## src/rtl/reaction_timer_multi_if.sv

```systemverilog
// Button inputs and display/result outputs of the reaction timer.
// The master drives the buttons; the slave (timer) drives everything else.
interface reaction_timer_multi_if #(
  parameter int LED_W = 16
);
  logic             BTNC;
  logic             BTNU;
  logic             BTND;
  logic [LED_W-1:0] LED;
  logic [6:0]       seg;
  logic [3:0]       an;
  logic [15:0]      result_bcd;
  logic [15:0]      best_bcd;
  logic             result_valid;

  modport master (
    output BTNC, BTNU, BTND,
    input  LED, seg, an, result_bcd, best_bcd, result_valid
  );

  modport slave (
    input  BTNC, BTNU, BTND,
    output LED, seg, an, result_bcd, best_bcd, result_valid
  );
endinterface

```

## src/rtl/reaction_timer_multi.sv

```systemverilog
// Reaction timer: random wait, millisecond BCD count, best-time tracking,
// false-start indication and a scanned 4-digit seven-segment display.
module reaction_timer_multi #(
  parameter int LED_W        = 16,
  parameter int TICK_DIV     = 100000,
  parameter int SCAN_DIV     = 100000,
  parameter int MIN_DELAY_MS = 1000,
  parameter int DELAY_BITS   = 11,
  parameter int TIMEOUT_MS   = 9999
) (
  input  logic                   clk,
  input  logic                   reset,
  reaction_timer_multi_if.slave  bus
);

  localparam int TW = $clog2(TICK_DIV);
  localparam int SW = $clog2(SCAN_DIV);
  localparam int DW = 14;

  function automatic logic [15:0] to_bcd(input int v);
    return {4'(v / 1000 % 10), 4'(v / 100 % 10),
            4'(v / 10 % 10), 4'(v % 10)};
  endfunction

  function automatic logic [LED_W-1:0] alt_pat();
    logic [LED_W-1:0] p;
    p = '0;
    for (int i = 0; i < LED_W; i++) p[i] = (i % 2 == 0);
    return p;
  endfunction

  function automatic logic [15:0] bcd_inc(input logic [15:0] v);
    logic [15:0] r;
    logic        c;
    r = v;
    c = 1'b1;
    for (int i = 0; i < 4; i++) begin
      if (c) begin
        if (r[i*4 +: 4] == 4'd9) begin
          r[i*4 +: 4] = 4'd0;
        end else begin
          r[i*4 +: 4] = r[i*4 +: 4] + 4'd1;
          c = 1'b0;
        end
      end
    end
    return r;
  endfunction

  function automatic logic [6:0] seg7(input logic [3:0] d);
    logic [6:0] s;
    case (d)
      4'd0:    s = 7'b1000000;
      4'd1:    s = 7'b1111001;
      4'd2:    s = 7'b0100100;
      4'd3:    s = 7'b0110000;
      4'd4:    s = 7'b0011001;
      4'd5:    s = 7'b0010010;
      4'd6:    s = 7'b0000010;
      4'd7:    s = 7'b1111000;
      4'd8:    s = 7'b0000000;
      4'd9:    s = 7'b0010000;
      default: s = 7'b1111111;
    endcase
    return s;
  endfunction

  localparam logic [15:0]      TO_BCD = to_bcd(TIMEOUT_MS);
  localparam logic [LED_W-1:0] ALT    = alt_pat();
  localparam logic [6:0]       DASH   = 7'b0111111;

  typedef enum logic [2:0] {
    IDLE, WAIT, GO, DONE, EARLY, TIMEOUT
  } state_t;

  state_t           state_q, state_d;
  logic [LED_W-1:0] led_q, led_d;
  logic [15:0]      res_q, res_d;
  logic [15:0]      best_q, best_d;
  logic             valid_q, valid_d;
  logic             sel_q, sel_d;
  logic [15:0]      lfsr_q, lfsr_d;
  logic [TW-1:0]    tick_q, tick_d;
  logic [DW-1:0]    delay_q, delay_d;
  logic [7:0]       early_q, early_d;
  logic [SW-1:0]    scan_q, scan_d;
  logic [1:0]       digit_q, digit_d;
  logic [3:0]       an_q, an_d;
  logic [6:0]       seg_q, seg_d;
  logic             btnc_q, btnu_q, btnd_q;

  logic             btnc_ev, btnu_ev, btnd_ev;
  logic             tick;
  logic [15:0]      shown;
  logic [3:0]       nib;

  // Round control: button priority, random wait, BCD count, best time.
  always_comb begin
    btnc_ev = bus.BTNC & ~btnc_q;
    btnu_ev = bus.BTNU & ~btnu_q;
    btnd_ev = bus.BTND & ~btnd_q;
    lfsr_d  = {lfsr_q[14:0],
               lfsr_q[15] ^ lfsr_q[13] ^ lfsr_q[12] ^ lfsr_q[10]};
    tick    = (tick_q == TW'(TICK_DIV - 1));
    tick_d  = tick ? '0 : tick_q + TW'(1);
    state_d = state_q;
    led_d   = led_q;
    res_d   = res_q;
    best_d  = best_q;
    delay_d = delay_q;
    early_d = early_q;
    valid_d = 1'b0;
    sel_d   = sel_q ^ btnd_ev;
    if (btnu_ev) begin
      state_d = IDLE;
      led_d   = '0;
      res_d   = '0;
      if (bus.BTND) best_d = 16'h9999;
    end else if (btnc_ev) begin
      unique case (state_q)
        GO: begin
          state_d = DONE;
          led_d   = '0;
          valid_d = 1'b1;
          if (res_q < best_q) best_d = res_q;
        end
        WAIT: begin
          state_d = EARLY;
          led_d   = ALT;
          early_d = '0;
          tick_d  = '0;
        end
        default: begin
          state_d = WAIT;
          led_d   = '0;
          delay_d = DW'(MIN_DELAY_MS)
                  + DW'(lfsr_q[DELAY_BITS-1:0]);
          tick_d  = '0;
        end
      endcase
    end else if (tick) begin
      unique case (state_q)
        WAIT: begin
          if (delay_q <= DW'(1)) begin
            state_d = GO;
            led_d   = '1;
            res_d   = '0;
            delay_d = '0;
            tick_d  = '0;
          end else begin
            delay_d = delay_q - DW'(1);
          end
        end
        GO: begin
          res_d = bcd_inc(res_q);
          if (res_d == TO_BCD) begin
            state_d = TIMEOUT;
            led_d   = '0;
          end
        end
        EARLY: begin
          if (early_q == 8'd249) begin
            early_d = '0;
            led_d   = ~led_q;
          end else begin
            early_d = early_q + 8'd1;
          end
        end
        default: ;
      endcase
    end
  end

  // Display scan: digit walk and segment pattern for the next cycle.
  always_comb begin
    scan_d  = scan_q + SW'(1);
    digit_d = digit_q;
    if (scan_q == SW'(SCAN_DIV - 1)) begin
      scan_d  = '0;
      digit_d = digit_q + 2'd1;
    end
    shown = sel_d ? best_d : res_d;
    unique case (digit_d)
      2'd0: nib = shown[3:0];
      2'd1: nib = shown[7:4];
      2'd2: nib = shown[11:8];
      2'd3: nib = shown[15:12];
    endcase
    an_d  = ~(4'b0001 << digit_d);
    seg_d = (state_d == EARLY) ? DASH : seg7(nib);
  end

  // State and output registers with synchronous reset.
  always_ff @(posedge clk) begin
    btnc_q <= bus.BTNC;
    btnu_q <= bus.BTNU;
    btnd_q <= bus.BTND;
    if (reset) begin
      state_q <= IDLE;
      led_q   <= '0;
      res_q   <= '0;
      best_q  <= 16'h9999;
      valid_q <= 1'b0;
      sel_q   <= 1'b0;
      lfsr_q  <= 16'hACE1;
      tick_q  <= '0;
      delay_q <= '0;
      early_q <= '0;
      scan_q  <= '0;
      digit_q <= '0;
      an_q    <= 4'b1110;
      seg_q   <= 7'b1000000;
    end else begin
      state_q <= state_d;
      led_q   <= led_d;
      res_q   <= res_d;
      best_q  <= best_d;
      valid_q <= valid_d;
      sel_q   <= sel_d;
      lfsr_q  <= lfsr_d;
      tick_q  <= tick_d;
      delay_q <= delay_d;
      early_q <= early_d;
      scan_q  <= scan_d;
      digit_q <= digit_d;
      an_q    <= an_d;
      seg_q   <= seg_d;
    end
  end

  assign bus.LED          = led_q;
  assign bus.seg          = seg_q;
  assign bus.an           = an_q;
  assign bus.result_bcd   = res_q;
  assign bus.best_bcd     = best_q;
  assign bus.result_valid = valid_q;

endmodule

```

## src/flat_wrapper.sv

```systemverilog
// flat-port wrapper written by rule: the top's interface ports become plain ports
module reaction_timer_multi_flat 
#(
  parameter int LED_W        = 16,
  parameter int TICK_DIV     = 100000,
  parameter int SCAN_DIV     = 100000,
  parameter int MIN_DELAY_MS = 1000,
  parameter int DELAY_BITS   = 11,
  parameter int TIMEOUT_MS   = 9999
)
  (clk, reset, bus_BTNC, bus_BTNU, bus_BTND, bus_LED, bus_seg, bus_an, bus_result_bcd, bus_best_bcd, bus_result_valid);
  reaction_timer_multi_if #(.LED_W(LED_W)) bus_i ();
  input  logic clk;
  input  logic reset;
  input wire logic [$bits(bus_i.BTNC)-1:0] bus_BTNC;
  input wire logic [$bits(bus_i.BTNU)-1:0] bus_BTNU;
  input wire logic [$bits(bus_i.BTND)-1:0] bus_BTND;
  output wire logic [$bits(bus_i.LED)-1:0] bus_LED;
  output wire logic [$bits(bus_i.seg)-1:0] bus_seg;
  output wire logic [$bits(bus_i.an)-1:0] bus_an;
  output wire logic [$bits(bus_i.result_bcd)-1:0] bus_result_bcd;
  output wire logic [$bits(bus_i.best_bcd)-1:0] bus_best_bcd;
  output wire logic [$bits(bus_i.result_valid)-1:0] bus_result_valid;
  assign bus_i.BTNC = bus_BTNC;
  assign bus_i.BTNU = bus_BTNU;
  assign bus_i.BTND = bus_BTND;
  assign bus_LED = bus_i.LED;
  assign bus_seg = bus_i.seg;
  assign bus_an = bus_i.an;
  assign bus_result_bcd = bus_i.result_bcd;
  assign bus_best_bcd = bus_i.best_bcd;
  assign bus_result_valid = bus_i.result_valid;
  reaction_timer_multi #(.LED_W(LED_W), .TICK_DIV(TICK_DIV), .SCAN_DIV(SCAN_DIV), .MIN_DELAY_MS(MIN_DELAY_MS), .DELAY_BITS(DELAY_BITS), .TIMEOUT_MS(TIMEOUT_MS)) u_core (.clk(clk), .reset(reset), .bus(bus_i));
endmodule
```

## config.mk

```make
export PLATFORM = sky130hd
export DESIGN_NAME = reaction_timer_multi_flat
export DESIGN_NICKNAME = d
export VERILOG_FILES = /design/src/rtl/reaction_timer_multi_if.sv /design/src/rtl/reaction_timer_multi.sv /design/src/flat_wrapper.sv
export SDC_FILE = /design/constraint.sdc
export NUM_CORES = 1
export LEC_CHECK = 0
export CORE_AREA = 5 5 150 152
export CTS_BUF_LIST = sky130_fd_sc_hd__clkbuf_2
export DETAILED_ROUTE_END_ITERATION = 7
export DIE_AREA = 0 0 155 157
export PLACE_DENSITY = 0.64
export SLEW_MARGIN = 25
export SYNTH_ARGS = -nofsm -noshare
export SYNTH_HDL_FRONTEND = slang
export SYNTH_SLANG_ARGS = --single-unit
export TNS_END_PERCENT = 30
```

## constraint.sdc

```tcl
create_clock -name clk -period 4.99 [get_ports clk]
set_input_delay 0.499 -clock clk [delete_from_list [all_inputs] [get_ports clk]]
set_output_delay 0.499 -clock clk [all_outputs]
set_load 0.05 [all_outputs]
```

==> impl_results.md <==
* Required time worst endpoint at 5.68 ns
* Die width at 155 µm
* Pin count of the biggest net entering global routing at 52
* Total iterations of the first detailed-routing run at 6
* Setup Viol. Count Final at 0
* Top cell type by total area after synthesis: sky130_fd_sc_hd__dfxtp_1
* Fraction of the cycle the final worst path needs at 0.876
* H-tree levels at 4
* Sequential area share after synthesis at 0.371
* Register area at 2820 µm²
* Floorplan die height at 157 µm
* Area added between synthesis and finish at 15.3%
* Number of hold-repair buffers added at the cts stage at 0
* Crit path max fanout at 11
* Crit path arrival time at 5.06 ns
* Clock Latency Late Sink at 0.75 ns
* Slew @ Worst Pin at 0.781 ns
* Post-layout instance area at 8770 µm²
* Total overflow reported by the global router at 0
* Routed wire length per instance at 16.7 µm
* Avg Synthesized Cell Area at 8.16 µm²
* Overall routing resource usage at 0.175
* RSZ-0062 raised after global routing: false
* Clk Tree Root Cell: sky130_fd_sc_hd__clkbuf_2
* Number of instances in the synthesized netlist at 932
* Number of post-CTS setup repair buffers at 0
* CTS clk-pin slew, worst paths at 0.22 ns
* Die area at 24300 µm²
* Multi-input gate area in the final layout at 4450 µm²
* Max cap viols at 0
* Post-cts repair resize count at 0
* Synthesis-stage register bit count at 141
* Worst slew margin at 0.464
* Class of the most critical hold timing path: primary input to flip-flop
* Run status: complete, no violations
* Async SR Flop Fraction at 0
* Routability congestion estimate at 0.966
* TritonCTS clock tree: built
* Count of warnings emitted by yosys at 0
* Clock sinks at 141
* Setup Total Neg Slack at 0 ns
* Share of layout cells above drive strength 1 at 0.0913
* Number of vias in the routed layout at 7119
* Row count at 53
* Min Tclk post-route at 4.37 ns
* Cell Area, Synth at 7600 µm²
* Number of flops mapped to enable cells by yosys at 0
* Critical setup path kind: flip-flop to flip-flop
* Drt initial violations at 622
* Buffers added on ports at 64
* Global-route wire length before repair at 34500 µm
* Most common flop cell mapped by yosys: sky130_fd_sc_hd__dfxtp_1
* Synthesized Nets at 965
* Number of global-route vias before repair at 6550
* Worst clock skew at 0.0277 ns
* Final Routed Wirelength at 21300 µm
* Filler cell count in the final layout at 2134
* Kind of end point of the critical path: flip-flop
* Count of pins on the block boundary at 65
* Post-DP HPWL at 15300 µm
* Final-report hold violation count at 0
* Power Density at 243 nW/µm²
* Top cells by area, synth: sky130_fd_sc_hd__dfxtp_1, sky130_fd_sc_hd__nor2_1, sky130_fd_sc_hd__ha_1
* Placed Instance Area at 8530 µm²
* Final net count at 1019
* Overall power consumption at 2130 µW
* Worst Setup Start Kind: flip-flop
* Leak pwr at 0.00307 µW
* Area inside the core boundary at 20900 µm²
* Number of placed instances with taps included at 1242
* Number of remaining DRC errors at 0
* Antenna viol nets, final at 0
* Area fraction of the dominant cell type after synthesis at 0.371
* Initial antenna violation count at 1
* TritonCTS buffer count at 17
* Effective utilization at floorplan at 0.364
* Max Clock Freq at 229 MHz
* Final number of max-transition violations at 0
* Number of distinct library cells after synthesis at 84
* Non-Filler Instances at 1274
* Per-cell via count in the routed design at 5.59
* Worst ir drop on vdd at 0.214 mV
* Maximum count of clock buffers along a single path at 2
==> final timing paths <==
kind         depth (start not counted)  slack (ns)                      start           endpoint
max reg2reg                         13        0.62  u_core.bus.result_bcd[15]  u_core.bus.seg[5]
min reg2reg                          1        0.44          u_core.lfsr_q[14]  u_core.lfsr_q[15]
min                                  1        0.22                   bus_BTNU      u_core.btnu_q
max                                 13        0.62  u_core.bus.result_bcd[15]  u_core.bus.seg[5]
==> cell type report <==
type | instances | share of cell area
clock inverter | 13 | 0.0166
clock buffer | 17 | 0.00971
tap | 275 | 0.0393
timing repair buffer | 88 | 0.0931
antenna | 2 | 0.000571
inverter | 27 | 0.0116
multi-input combinational | 711 | 0.507
sequential | 141 | 0.322
==> registers in the layout, indices dropped and copies added, names as in the netlist <==
| register | cells |
|---|---|
| u_core.bus.an | 4 |
| u_core.bus.seg | 7 |
| u_core.state_q | 3 |
| u_core.scan_q | 17 |
| u_core.digit_q | 2 |
| u_core.bus.result_valid | 1 |
| u_core.bus.best_bcd | 16 |
| u_core.btnd_q | 1 |
| u_core.early_q | 8 |
| u_core.sel_q | 1 |
| u_core.bus.LED | 16 |
| u_core.btnc_q | 1 |
| u_core.tick_q | 17 |
| u_core.lfsr_q | 16 |
| u_core.btnu_q | 1 |
| u_core.bus.result_bcd | 16 |
| u_core.delay_q | 14 |
==> synthesized netlist by cell type (9+ instances only) <==
library cell	count
sky130_fd_sc_hd__a211oi_1	11
sky130_fd_sc_hd__a31oi_1	9
sky130_fd_sc_hd__a221oi_1	11
sky130_fd_sc_hd__ha_1	28
sky130_fd_sc_hd__nor2b_1	17
sky130_fd_sc_hd__nand2b_1	10
sky130_fd_sc_hd__nor4_1	15
sky130_fd_sc_hd__xor2_1	26
sky130_fd_sc_hd__nand2_1	92
sky130_fd_sc_hd__clkbuf_1	40
sky130_fd_sc_hd__a21oi_1	49
sky130_fd_sc_hd__nor2_1	122
sky130_fd_sc_hd__nand4_1	21
sky130_fd_sc_hd__or3_1	13
sky130_fd_sc_hd__nor3_1	19
sky130_fd_sc_hd__inv_1	26
sky130_fd_sc_hd__nand3_1	33
sky130_fd_sc_hd__xnor2_1	20
sky130_fd_sc_hd__o21ai_0	44
sky130_fd_sc_hd__a22oi_1	20
sky130_fd_sc_hd__dfxtp_1	141
sky130_fd_sc_hd__or2_2	14
==> power breakdown <==
part	total (µW)	switching (µW)	internal [µW]
Sequential	1180	24.9	1160
Combinational	274	173	101
Clock	675	448	227
Total	2130	647	1490
==> through the flow <==
stage / setup WS, ns / util / hold slack, ns
after global routing: 0.375 / 0.420 / 0.174
after floorplan: 1.11 / - / 0.389
after detailed placement: 0.642 / 0.408 / 0.399
final: 0.620 / 0.420 / 0.221
after CTS: 0.718 / 0.419 / 0.167
after global placement: 0.809 / 0.408 / 0.397
==> logic make-up after synthesis <==
kind of cell,count (synthesis),synth area share
mux,7,0.00922
compound gates,219,0.200
buf+inv,80,0.0444
xor+xnor,46,0.0530
fa+ha+maj,28,0.0461
simple gates,411,0.276
flops,141,0.371
==> critical path, stage by stage (launching register included) <==
cell and delay (ns):
sky130_fd_sc_hd__dfxtp_1 0.48, sky130_fd_sc_hd__ha_1 0.36, sky130_fd_sc_hd__nand4_1 0.23, sky130_fd_sc_hd__nor4_1 0.78, sky130_fd_sc_hd__a2111o_1 0.35, sky130_fd_sc_hd__nor2_1 0.20
sky130_fd_sc_hd__buf_4 0.23, sky130_fd_sc_hd__o31a_1 0.30, sky130_fd_sc_hd__nor4_1 0.44, sky130_fd_sc_hd__nor4_4 0.15, sky130_fd_sc_hd__ha_1 0.24, sky130_fd_sc_hd__nor4_1 0.29
sky130_fd_sc_hd__o21ai_1 0.11, sky130_fd_sc_hd__a31oi_1 0.16
==> cell usage in the layout (no fill, tap or decap), types with 4 or more instances in the layout <==
cell	Yosys	routed
sky130_fd_sc_hd__dfxtp_1	141	141
sky130_fd_sc_hd__ha_1	28	28
sky130_fd_sc_hd__nor3_1	19	18
sky130_fd_sc_hd__nor4bb_1	4	4
sky130_fd_sc_hd__nand4_1	21	21
sky130_fd_sc_hd__nand2_1	92	92
sky130_fd_sc_hd__and2_1	5	5
sky130_fd_sc_hd__o31a_1	4	4
sky130_fd_sc_hd__a211oi_1	11	11
sky130_fd_sc_hd__o22ai_1	5	5
sky130_fd_sc_hd__a31oi_1	9	9
sky130_fd_sc_hd__clkinv_4	0	5
sky130_fd_sc_hd__and4_1	6	6
sky130_fd_sc_hd__a22oi_1	20	20
sky130_fd_sc_hd__buf_4	2	24
sky130_fd_sc_hd__xnor2_1	20	20
sky130_fd_sc_hd__mux2i_1	7	7
sky130_fd_sc_hd__o21ai_0	44	44
sky130_fd_sc_hd__xor2_1	26	26
sky130_fd_sc_hd__nor2b_1	17	17
sky130_fd_sc_hd__or4_1	8	8
sky130_fd_sc_hd__clkdlybuf4s50_1	0	63
sky130_fd_sc_hd__clkbuf_2	1	17
sky130_fd_sc_hd__o21ai_1	4	4
sky130_fd_sc_hd__nand2b_1	10	10
sky130_fd_sc_hd__a221oi_1	11	11
sky130_fd_sc_hd__nor3b_1	6	6
sky130_fd_sc_hd__nand3_1	33	33
sky130_fd_sc_hd__or3_1	13	13
sky130_fd_sc_hd__o211ai_1	7	7
sky130_fd_sc_hd__inv_1	26	26
sky130_fd_sc_hd__a21oi_1	49	49
sky130_fd_sc_hd__and3_1	7	7
sky130_fd_sc_hd__nor2_1	122	122
sky130_fd_sc_hd__or2_2	14	14
sky130_fd_sc_hd__o31ai_1	8	8
sky130_fd_sc_hd__nor4_1	15	15
==> routing by layer <==
| metal | global-route usage | share of wire | vias up |
|---|---|---|---|
| met5 | 0 | 0 | - |
| met4 | 0.0505 | 0.020 | 0 |
| met3 | 0.0404 | 0.073 | 41 |
| met2 | 0.275 | 0.45 | 257 |
| met1 | 0.239 | 0.46 | 3340 |
| li1 | - | - | 3481 |
Note: power is estimated with default switching activity, not from simulation.
==> RTL edit 1 (config.mk and constraints unchanged) <==
Re-encode `state_t` (6 states) as one-hot, 6 bits wide.
--- a/src/rtl/reaction_timer_multi.sv
+++ b/src/rtl/reaction_timer_multi.sv
@@ -71,4 +71,4 @@
 
-  typedef enum logic [2:0] {
-    IDLE, WAIT, GO, DONE, EARLY, TIMEOUT
+  typedef enum logic [5:0] {
+    IDLE = 6'b000001, WAIT = 6'b000010, GO = 6'b000100, DONE = 6'b001000, EARLY = 6'b010000, TIMEOUT = 6'b100000
   } state_t;
Behaviour: no difference found for any inputs over 4 cycles, from zero or initial values and one cycle with reset high; so few cycles prove little.
==> RTL edit 1 against the unedited design <==
Critical path depth up 1. Total power up 0.44%. Sequential cell count up 3. Die area is the same. Wire length is 0.79% lower. Synthesized area increased by 0.94%. Design area up 1.3%. Setup slack got worse by 0.072 ns.
==> RTL edit 1: results (changes against the unedited design) <==
dpl ws 0.637 ns (was 0.642 ns); # placed instances 1,241 (was 1,242); Synthesized Nets 957 (was 965); worst slew margin relative to its limit 0.400 (was 0.464); multiplexer share of the synthesized area 0.0303 (was 0.00922); critical-path cell with the highest stage delay sky130_fd_sc_hd__dfxtp_1 (was sky130_fd_sc_hd__nor4_1); largest incremental delay on the critical path 0.60 ns (was 0.78 ns); number of design-rule violations left by the first detailed-router iteration 641 (was 622); global routing usage summed across all routing layers 0.173 (was 0.175); Worst path top cell family by delay compound AO/OA/AOI/OAI gates (was simple AND/OR/NAND/NOR gates); Compound-Gate Fraction of Synth Area 0.186 (was 0.200); register area 2880 sq um (was 2820 sq um); Mapped Cells 924 (was 932); worst vdd rail ir drop 0.118 mV (was 0.214 mV); result of the run finished, final reports clean (unchanged); vias per std cell 5.48 (was 5.59); net total in the final layout 1,018 (was 1,019); total vias in the final route 6,986 (was 7,119); antenna violations before repair 2 (was 1); largest cells by area after synthesis sky130_fd_sc_hd__dfxtp_1 38%, sky130_fd_sc_hd__nor2_1 6.2%, sky130_fd_sc_hd__ha_1 4.6% (was sky130_fd_sc_hd__dfxtp_1 37%, sky130_fd_sc_hd__nor2_1 6.0%, sky130_fd_sc_hd__ha_1 4.6%); vias in the first global route 6,493 (was 6,550); parity-gate share of the synthesized area counting xor and xnor cells 0.0514 (was 0.0530); leakage power of the design 3.22 nW (was 3.07 nW); share of layout cells above drive strength 1 0.0842 (was 0.0913); fillers 2,124 (was 2,134); HPWL reported at the end of detailed placement 15,500 um (was 15,300 um); proportion of synthesized chip area in sequential cells 0.376 (was 0.371); count of unique library cells instantiated by Yosys 79 (was 84); maximum number of pins on one net before global-route repair 48 (was 52); weighted congestion at the end of routability-driven global placement 0.962 (was 0.966); final routed wirelength across all metal layers 21,100 um (was 21,300 um); wire length of the first global-routing pass 34,100 um (was 34,500 um)
## RTL edit 1: final cells by class
class	count	share of cell area
timing repair buffer	81	0.0860
multi-input combinational	708	0.510
antenna	1	0.000282
inverter	33	0.0140
clock buffer	20	0.0113
clock inverter	12	0.0154
tap	275	0.0388
sequential	144	0.325
## RTL edit 1: cell families after synthesis
logic type               Yosys count
buffers and inverters             72
adder cells (fa/ha/maj)           28
XOR/XNOR                          45
flip-flops                       144
AND/OR/NAND/NOR                  403
multiplexers                      20
AO/OA/AOI/OAI                    212
## RTL edit 1: final timing paths
| check | startpoint | end | slack (ns) | depth (start not counted) |
|---|---|---|---|---|
| max reg2reg | u_core.bus.result_bcd[14] | u_core.bus.seg[0] | 0.55 | 14 |
| max | u_core.bus.result_bcd[14] | u_core.bus.seg[0] | 0.55 | 14 |
| min | bus_BTNU | u_core.btnu_q | 0.26 | 1 |
| min reg2reg | u_core.lfsr_q[14] | u_core.lfsr_q[15] | 0.44 | 1 |
## RTL edit 1: metrics by stage
stage / total power [mW] / hold slack (ns)
final: 2.14 / 0.260
after floorplan: 1.41 / 0.389
after CTS: 2.17 / 0.185
after global placement: 1.48 / 0.394
after detailed placement: 1.48 / 0.398
after global routing: 2.26 / 0.173
## RTL edit 1: metal layers
| metal | track usage | share of wire | up-vias |
|---|---|---|---|
| met5 | 0 | 0.00062 | - |
| met4 | 0.0740 | 0.030 | 2 |
| met3 | 0.0412 | 0.061 | 41 |
| met2 | 0.276 | 0.45 | 212 |
| met1 | 0.224 | 0.46 | 3288 |
| li1 | - | - | 3443 |
## RTL edit 1: power by group
group | leakage (nW) | switching [mW] | total (mW) | internal (mW)
clock network | 0.141 | 0.448 | 0.687 | 0.239
logic | 1.91 | 0.159 | 0.251 | 0.0925
registers | 1.17 | 0.0220 | 1.20 | 1.18
==> RTL edit 2 (config.mk and constraints unchanged) <==
Without the edit above. `TICK_DIV` is set to 100000 in 2 places; all go to 25000.
--- a/src/rtl/reaction_timer_multi.sv
+++ b/src/rtl/reaction_timer_multi.sv
@@ -4,3 +4,3 @@
   parameter int LED_W        = 16,
-  parameter int TICK_DIV     = 100000,
+  parameter int TICK_DIV     = 25000,
   parameter int SCAN_DIV     = 100000,
--- a/src/flat_wrapper.sv
+++ b/src/flat_wrapper.sv
@@ -4,3 +4,3 @@
   parameter int LED_W        = 16,
-  parameter int TICK_DIV     = 100000,
+  parameter int TICK_DIV     = 25000,
   parameter int SCAN_DIV     = 100000,
Formal check against the unedited RTL: no difference found for any inputs over 4 cycles, from zero or initial values and one cycle with reset high; that may be too few to reach the edited logic, so the function may still have changed.
==> RTL edit 2 against the unedited design <==
Wire length is 8.7% lower. Total power is 7.6% lower. Combinational power is 4% lower. Via count is 6.2% lower. Clock skew is 0.0047 ns lower. Core utilization is 1.5 points lower. Sequential share of layout area is 0.73 points higher. Sequential cell count is 2 lower. Highest routed layer is now met5. Setup slack better by 0.38 ns. Critical path type unchanged. Design area is 3.6% lower. Clock power is 20% lower. Synthesized area is 2.6% lower. Global-route usage is 1.8 points lower.
==> RTL edit 2: results (changes against the unedited design) <==
result of the run finished, final reports clean (unchanged); Slew @ Worst Pin 0.777 ns (was 0.781 ns); largest cells by area after synthesis sky130_fd_sc_hd__dfxtp_1 38%, sky130_fd_sc_hd__nor2_1 6.1%, sky130_fd_sc_hd__ha_1 5.2% (was sky130_fd_sc_hd__dfxtp_1 37%, sky130_fd_sc_hd__nor2_1 6.0%, sky130_fd_sc_hd__ha_1 4.6%); HPWL reported at the end of detailed placement 13,900 um (was 15,300 um); count of unique library cells instantiated by Yosys 76 (was 84); proportion of synthesized chip area in sequential cells 0.376 (was 0.371); net total in the final layout 995 (was 1,019); wire length of the first global-routing pass 31,400 um (was 34,500 um); placement-stage cell area 8280 sq um (was 8530 sq um); maximum number of pins on one net before global-route repair 37 (was 52); largest incremental delay on the critical path 0.59 ns (was 0.78 ns); first-pass iteration count of the detailed router 5 (was 6); dpl ws 1.04 ns (was 0.642 ns); Compound-Gate Fraction of Synth Area 0.187 (was 0.200); vias in the first global route 5,937 (was 6,550); global routing usage summed across all routing layers 0.157 (was 0.175); leakage power of the design 3.06 nW (was 3.07 nW); parity-gate share of the synthesized area counting xor and xnor cells 0.0532 (was 0.0530); CP arrival 4.62 ns (was 5.06 ns); Mapped Cells 907 (was 932); number of design-rule violations left by the first detailed-router iteration 571 (was 622); critical-path cell with the highest stage delay sky130_fd_sc_hd__and4_1 (was sky130_fd_sc_hd__nor4_1); # placed instances 1,215 (was 1,242); Max Fanout on Critical Path 14 (was 11); Synthesized Nets 943 (was 965); multiplexer share of the synthesized area 0.0193 (was 0.00922); vias per std cell 5.36 (was 5.59); source-to-sink clock delay at the later pin of the worst-skew pair 0.71 ns (was 0.75 ns); antenna violations before repair 2 (was 1); final routed wirelength across all metal layers 19,500 um (was 21,300 um); final setup skew 0.0229 ns (was 0.0277 ns)
-- RTL edit 2: power breakdown --
group / switching, mW / total, mW / internal, mW
logic: 0.168 / 0.263 / 0.0953
clock network: 0.415 / 0.538 / 0.123
registers: 0.0269 / 1.17 / 1.14
total: 0.610 / 1.97 / 1.36
-- RTL edit 2: cells by family (layout without fill, tap and decap cells) --
| family | count (synthesis) | count (layout) |
|---|---|---|
| compound gates | 213 | 213 |
| xor+xnor | 45 | 45 |
| fa+ha+maj | 31 | 31 |
| buf+inv | 82 | 145 |
| flops | 139 | 139 |
| mux | 14 | 14 |
| other cells | 0 | 1 |
| simple gates | 383 | 383 |
-- RTL edit 2: metal layers --
layer	share of wire	vias up	track usage
li1	-	3325	-
met1	0.48	3149	0.219
met2	0.45	183	0.243
met3	0.055	19	0.0355
met4	0.014	2	0.0475
met5	0.0010	-	0
-- RTL edit 2: worst paths after layout --
kind / start / endpoint / slack, ns / cells past startpoint
min: bus_BTNC / u_core.btnc_q / 0.28 / 1
min reg2reg: u_core.lfsr_q[14] / u_core.lfsr_q[15] / 0.43 / 1
max reg2reg: u_core.scan_q[0] / u_core.bus.seg[4] / 1.0 / 13
max: u_core.scan_q[0] / u_core.bus.seg[4] / 1.0 / 13
-- RTL edit 2: layout make-up --
class	instances	area [sq um]
diodes	1	2.50
clock buffers	18	90.1
clock inverters	12	78.8
fillers	2137	12400
inverters	35	131
multi-input cells	686	4270
flip-flops and latches	139	2780
well taps	275	344
repair buffers	80	756
